`src/rtl/arith_pipe.sv`:
```
// arith_pipe: pipelined add/sub/pass unit with operand compare, low-bit cut, sticky interrupt and match counter
// Ports:
//   clk, rst          rising-edge clock, synchronous active-high reset
//   i_in_valid/o_in_ready    operand beat handshake (o_in_ready depends only on output side)
//   i_mode            0: op1+op2, 1: op1-op2, 2: op2+op3, 3: pass op1
//   i_op1/i_op2/i_op3 operands
//   o_out_valid/i_out_ready  result beat handshake
//   o_res             WIDTH+1 bit result (carry/borrow in the top bit)
//   o_compare         op1 == op2 of the same beat
//   o_cut             op1[CUT-1:0] of the same beat
//   i_intr_en/i_intr_clr/o_intr  sticky maskable match interrupt
//   o_match_cnt       saturating count of delivered compare matches
module arith_pipe #(
   parameter int WIDTH  = 32,
   parameter int STAGES = 2,
   parameter int CUT    = 10,
   parameter int CNT_W  = 8
) (
   input  logic             clk,
   input  logic             rst,
   input  logic             i_in_valid,
   output logic             o_in_ready,
   input  logic [1:0]       i_mode,
   input  logic [WIDTH-1:0] i_op1,
   input  logic [WIDTH-1:0] i_op2,
   input  logic [WIDTH-1:0] i_op3,
   output logic             o_out_valid,
   input  logic             i_out_ready,
   output logic [WIDTH:0]   o_res,
   output logic             o_compare,
   output logic [CUT-1:0]   o_cut,
   input  logic             i_intr_en,
   input  logic             i_intr_clr,
   output logic             o_intr,
   output logic [CNT_W-1:0] o_match_cnt
);
   logic [WIDTH:0]   w_res;
   logic             w_stall;
   logic             w_hit;
   logic             r_vld [STAGES];
   logic [WIDTH:0]   r_res [STAGES];
   logic             r_cmp [STAGES];
   logic [CUT-1:0]   r_cut [STAGES];
   logic             r_intr;
   logic [CNT_W-1:0] r_cnt;

   always_comb begin
      w_res = i_mode == 2'd0 ? {1'b0, i_op1} + {1'b0, i_op2} :
              i_mode == 2'd1 ? {1'b0, i_op1} - {1'b0, i_op2} :
              i_mode == 2'd2 ? {1'b0, i_op2} + {1'b0, i_op3} :
                               {1'b0, i_op1};
   end

   // whole pipe moves in lock-step, so a full output with no taker freezes everything
   assign w_stall = o_out_valid && !i_out_ready;
   assign w_hit   = o_out_valid && i_out_ready && o_compare;

   always_ff @(posedge clk) begin
      if (rst) begin
         for (int s = 0; s < STAGES; s++) begin
            r_vld[s] <= 1'b0;
            r_res[s] <= '0;
            r_cmp[s] <= 1'b0;
            r_cut[s] <= '0;
         end
      end else if (!w_stall) begin
         r_vld[0] <= i_in_valid;
         r_res[0] <= w_res;
         r_cmp[0] <= i_op1 == i_op2;
         r_cut[0] <= i_op1[CUT-1:0];
         for (int s = 1; s < STAGES; s++) begin
            r_vld[s] <= r_vld[s-1];
            r_res[s] <= r_res[s-1];
            r_cmp[s] <= r_cmp[s-1];
            r_cut[s] <= r_cut[s-1];
         end
      end
   end

   // a qualifying set beats a simultaneous clear
   always_ff @(posedge clk) begin
      if (rst) begin
         r_intr <= 1'b0;
         r_cnt  <= '0;
      end else begin
         r_intr <= w_hit && i_intr_en ? 1'b1 : i_intr_clr ? 1'b0 : r_intr;
         r_cnt  <= w_hit && r_cnt != '1 ? r_cnt + 1'b1 : r_cnt;
      end
   end

   assign o_in_ready  = !w_stall;
   assign o_out_valid = r_vld[STAGES-1];
   assign o_res       = r_res[STAGES-1];
   assign o_compare   = r_cmp[STAGES-1];
   assign o_cut       = r_cut[STAGES-1];
   assign o_intr      = r_intr;
   assign o_match_cnt = r_cnt;
endmodule
```
`config.mk`:
```
export PLATFORM = sky130hd
export DESIGN_NAME = arith_pipe
export DESIGN_NICKNAME = d
export VERILOG_FILES = /design/src/rtl/arith_pipe.sv
export SDC_FILE = /design/constraint.sdc
export NUM_CORES = 1
export LEC_CHECK = 0
export BUFFER_PORTS_ARGS = -buffer_cell sky130_fd_sc_hd__buf_2
export CORE_MARGIN = 2
export CORE_UTILIZATION = 60
export CTS_BUF_LIST = sky130_fd_sc_hd__clkbuf_16
export CTS_CLUSTER_DIAMETER = 40
export DETAILED_ROUTE_END_ITERATION = 12
export HOLD_SLACK_MARGIN = 0.02
export PLACE_DENSITY = 0.83
export REMOVE_ABC_BUFFERS = 1
export SLEW_MARGIN = 25
export SYNTH_ARGS = -nofsm -noshare
export SYNTH_HDL_FRONTEND = slang
export SYNTH_SLANG_ARGS = --single-unit
export TNS_END_PERCENT = 100
```
`constraint.sdc`:
```
create_clock -name clk -period 5.8 [get_ports clk]
set_input_delay 1.16 -clock clk [delete_from_list [all_inputs] [get_ports clk]]
set_output_delay 1.16 -clock clk [all_outputs]
set_load 0.02 [all_outputs]
```
==> run_results.csv <==
group,metric,value,unit
sta,slew_headroom,0.359,
floorplan,boundaryPins,159,
critical_path,crit_fanout,5,
sta,slew_violations,0,
sta,layout_min_cycle_time,4.27,ns
power_and_ir_drop,p_sw,0.803,mW
clock_tree,ctsResizeCount,0,
power_and_ir_drop,intPower,1.47,mW
floorplan,initial_core_util,0.615,
power_and_ir_drop,clockPowerShare,0.255,
floorplan,die_w,132,um
global_route,track_usage,0.289,
synthesis,ys_ff_latch,99,
placed_design,dp_hpwl,19.5,mm
clock_tree,cts_hold_buffers,0,
cells_and_area,fillers,1388,
power_and_ir_drop,p_comb_frac,0.363,
global_route,antenna_found_initial,0,
synthesis,synth_edf_count,90,
synthesis,async_flop_share,0,
critical_path,endpoint_kind,"register",
power_and_ir_drop,p_total,2.28,mW
power_and_ir_drop,swShare,0.353,
routing,postRouteAntennaNets,0,
clock_tree,cts_num_sinks,99,
global_route,grt_pass1_wl,40.9,mm
routing,wire_per_inst,17.6,um
clock_tree,clkSlewWorstSetupHoldPaths,0.08,ns
critical_path,cp_data_required_time,5.89,ns
synthesis,ys_seq_area_frac,0.295,
floorplan,die_h,132,um
sta,clock-skew-final,0.0105,ns
global_route,grt_overflow,0,
synthesis,synthFlopType,"edfxtp_1",
synthesis,synth_top_family_by_area,"compound AO/OA/AOI/OAI gates",
clock_tree,cts_buffers,9,
clock_tree,clock_latency,0.35,ns
clock_tree,post-cts-setup-buffers,0,
routing,firstDrtPassIters,6,
floorplan,core-area,15900,um2
synthesis,synthSimpleGateAreaFrac,0.180,
cells_and_area,fin_nets,1429,
synthesis,synth-xor-area-share,0.0556,
job,drv_cap,0,
critical_path,crit_type,"in2reg",
sta,rsz0062_at_grt,"false",
floorplan,rows,46,
clock_tree,cts_tree,"built",
cells_and_area,diodes,0,
synthesis,syn_inst,1147,
synthesis,syn_area_per_cell,8.52,um2
critical_path,worstPathArrival,4.36,ns
global_route,grt_max_degree,51,
global_route,first_global_vias,8168,
cells_and_area,drive_gt1_frac,0.175,
synthesis,ys.warnings.count,0,
routing,drc,0,
sta,clock.fmax,234,MHz
routing,wl,25.4,mm
power_and_ir_drop,ir_drop,0.150,mV
clock_tree,htreeDepth,3,
routing,vias,8852,
power_and_ir_drop,seqPwrFrac,0.381,
synthesis,syn_area,9770,um2
hold_path,hold_class,"reg2reg",
floorplan,dieArea,17300,um2
routing,first_iter_violations,853,
cells_and_area,syn_to_final_growth,8.77,%
sta,tightest_slew,0.961,ns
routing,via_per_inst,6.12,
sta,finalCritPeriodShare,0.736,
synthesis,synth_compound_area_frac,0.245,
cells_and_area,ff_latch_area,2880,um2
sta,setup-violations-final,0,
synthesis,yosysUniqueCellTypes,80,
clock_tree,clockBufferDepth,2,
synthesis,synth_adder_area_share,0.130,
placed_design,place_congestion,0.951,
clock_tree,cts-root-buf,"clkbuf_16",
synthesis,synth_mux_area_frac,0.00948,
sta,hold_viol_final,0,
sta,setup_tns,0,ns
placed_design,port_buffers,158,
power_and_ir_drop,leakagePower,4.93,nW
critical_path,cp-start-kind,"input pin",
power_and_ir_drop,powerDensity,214,nW/um2
cells_and_area,multi_input_area,6080,um2
outcome,status,"finished, final reports clean",
==> final cells by class <==
type,instances,share of cell area
Multi-Input combinational cell,880,0.572
Sequential cell,99,0.271
Timing Repair Buffer,165,0.0794
Clock buffer,9,0.0212
Tap cell,216,0.0254
Inverter,70,0.0247
Clock inverter,7,0.00636
==> cell families (layout without fill, tap and decap cells) <==
| logic type | Yosys count | count (layout) |
|---|---|---|
| adder cells (fa/ha/maj) | 100 | 100 |
| multiplexers | 8 | 8 |
| AND/OR/NAND/NOR | 346 | 346 |
| flip-flops | 99 | 99 |
| AO/OA/AOI/OAI | 364 | 364 |
| buffers and inverters | 168 | 251 |
| XOR/XNOR | 62 | 62 |
==> registers in the layout, summed over array words and instances, names as in the netlist <==
signal,count
o_intr,1
o_match_cnt,8
r_cmp,2
r_cut,20
r_res,66
r_vld,2
==> worst paths after layout <==
path | to | depth (start not counted) | start | slack (ns)
hold reg to reg | o_intr$_SDFFE_PP0P_ | 2 | o_intr$_SDFFE_PP0P_ | 0.48
setup / recovery | r_res[0][32]$_SDFFCE_PN0P_ | 13 | i_op2[0] | 1.53
hold / removal | o_intr$_SDFFE_PP0P_ | 2 | o_intr$_SDFFE_PP0P_ | 0.48
setup reg to reg | r_res[0][41]$_SDFFCE_PN0P_ | 3 | r_vld[0][1]$_SDFFCE_PN0P_ | 3.64
==> synthesized netlist by cell type, drive strengths merged, types with 3 or more instances <==
cell type	instances	area share
o21ai	92	0.048
or3	12	0.0077
and3	14	0.0090
or4	4	0.0035
a221o	4	0.0041
o221a	3	0.0035
a211oi	15	0.012
nor2	77	0.030
and2	61	0.039
a31o	5	0.0045
o21bai	12	0.0092
nand4	15	0.0096
a21o	36	0.028
o21ba	3	0.0031
a211o	3	0.0027
o31ai	8	0.0076
nor4	8	0.0051
edfxtp	90	0.28
a41oi	4	0.0036
xnor2	37	0.033
nand2b	14	0.0090
a22oi	6	0.0051
mux2i	7	0.0072
ha	97	0.12
buf	61	0.043
a31oi	9	0.0058
o22ai	6	0.0038
clkbuf	36	0.014
nand3	22	0.012
a221oi	6	0.0067
a311oi	4	0.0042
dfxtp	9	0.018
o211a	3	0.0031
nor3	20	0.012
nand2	81	0.031
inv	69	0.027
a21oi	103	0.054
a2111oi	3	0.0033
xor2	25	0.022
o211ai	16	0.013
nor2b	10	0.0064
fa	3	0.0061
o21a	9	0.0069
or2	3	0.0019
==> worst max-delay path, cell delays in order <==
cell,delay [ns]
buf_2,0.12
ha_1,0.22
fa_1,0.43
a21o_1,0.25
a21oi_2,0.20
o21ai_1,0.17
a221o_1,0.45
a22oi_2,0.20
a41oi_1,0.23
a221o_1,0.42
and3_1,0.21
a311oi_2,0.21
a2111oi_2,0.08
==> metal layers <==
| metal | vias up | routed length (um) | track usage | part of all wire |
|---|---|---|---|---|
| met5 | - | 0 | 0 | 0 |
| met4 | 0 | 619 | 0.0942 | 0.024 |
| met3 | 52 | 2400 | 0.0421 | 0.094 |
| met2 | 452 | 10600 | 0.429 | 0.42 |
| met1 | 4066 | 11800 | 0.431 | 0.46 |
| li1 | 4282 | - | - | - |
==> power by group through the flow <==
stage / logic (mW) / registers (mW) / clock network [mW]
after floorplan: 0.520 / 0.920 / 0
after global placement: 0.795 / 0.883 / 0
after detailed placement: 0.806 / 0.885 / 0
after CTS: 0.810 / 0.869 / 0.595
after global routing: 0.905 / 0.875 / 0.616
final: 0.827 / 0.868 / 0.582
==> cells in the final DEF (no fill, tap or decap), drive strengths merged, types with 4 or more instances in the layout <==
| master | synthesis | layout |
|---|---|---|
| nand2b | 14 | 14 |
| nor2 | 77 | 77 |
| nand4 | 15 | 15 |
| nand2 | 81 | 81 |
| o21ai | 92 | 92 |
| a31oi | 9 | 9 |
| xor2 | 25 | 25 |
| inv | 69 | 73 |
| a221oi | 6 | 6 |
| clkbuf | 36 | 9 |
| nor3 | 20 | 20 |
| a221o | 4 | 4 |
| o31ai | 8 | 8 |
| edfxtp | 90 | 90 |
| o21bai | 12 | 12 |
| a41oi | 4 | 4 |
| or4 | 4 | 4 |
| buf | 61 | 165 |
| and3 | 14 | 14 |
| o211ai | 16 | 16 |
| a311oi | 4 | 4 |
| and2 | 61 | 61 |
| a21o | 36 | 36 |
| nor4 | 8 | 8 |
| a211oi | 15 | 15 |
| a31o | 5 | 5 |
| xnor2 | 37 | 37 |
| a21oi | 103 | 103 |
| nand3 | 22 | 22 |
| clkinv | 1 | 4 |
| mux2i | 7 | 7 |
| a22oi | 6 | 6 |
| dfxtp | 9 | 9 |
| nor2b | 10 | 10 |
| o22ai | 6 | 6 |
| o21a | 9 | 9 |
| or3 | 12 | 12 |
| ha | 97 | 97 |
==> stage by stage <==
stage	hold slack, ns	setup WS [ns]	instance area [um2]	utilization	std cells
after floorplan	0.497	1.79	9210	-	1049
after global placement	0.457	1.24	10300	0.651	1430
after detailed placement	0.465	1.21	10300	0.651	1430
after CTS	0.475	1.59	10600	0.669	1446
after global routing	0.522	1.39	10600	0.669	1446
final	0.479	1.53	10600	0.669	1446
(Power assumes the default switching activity.)
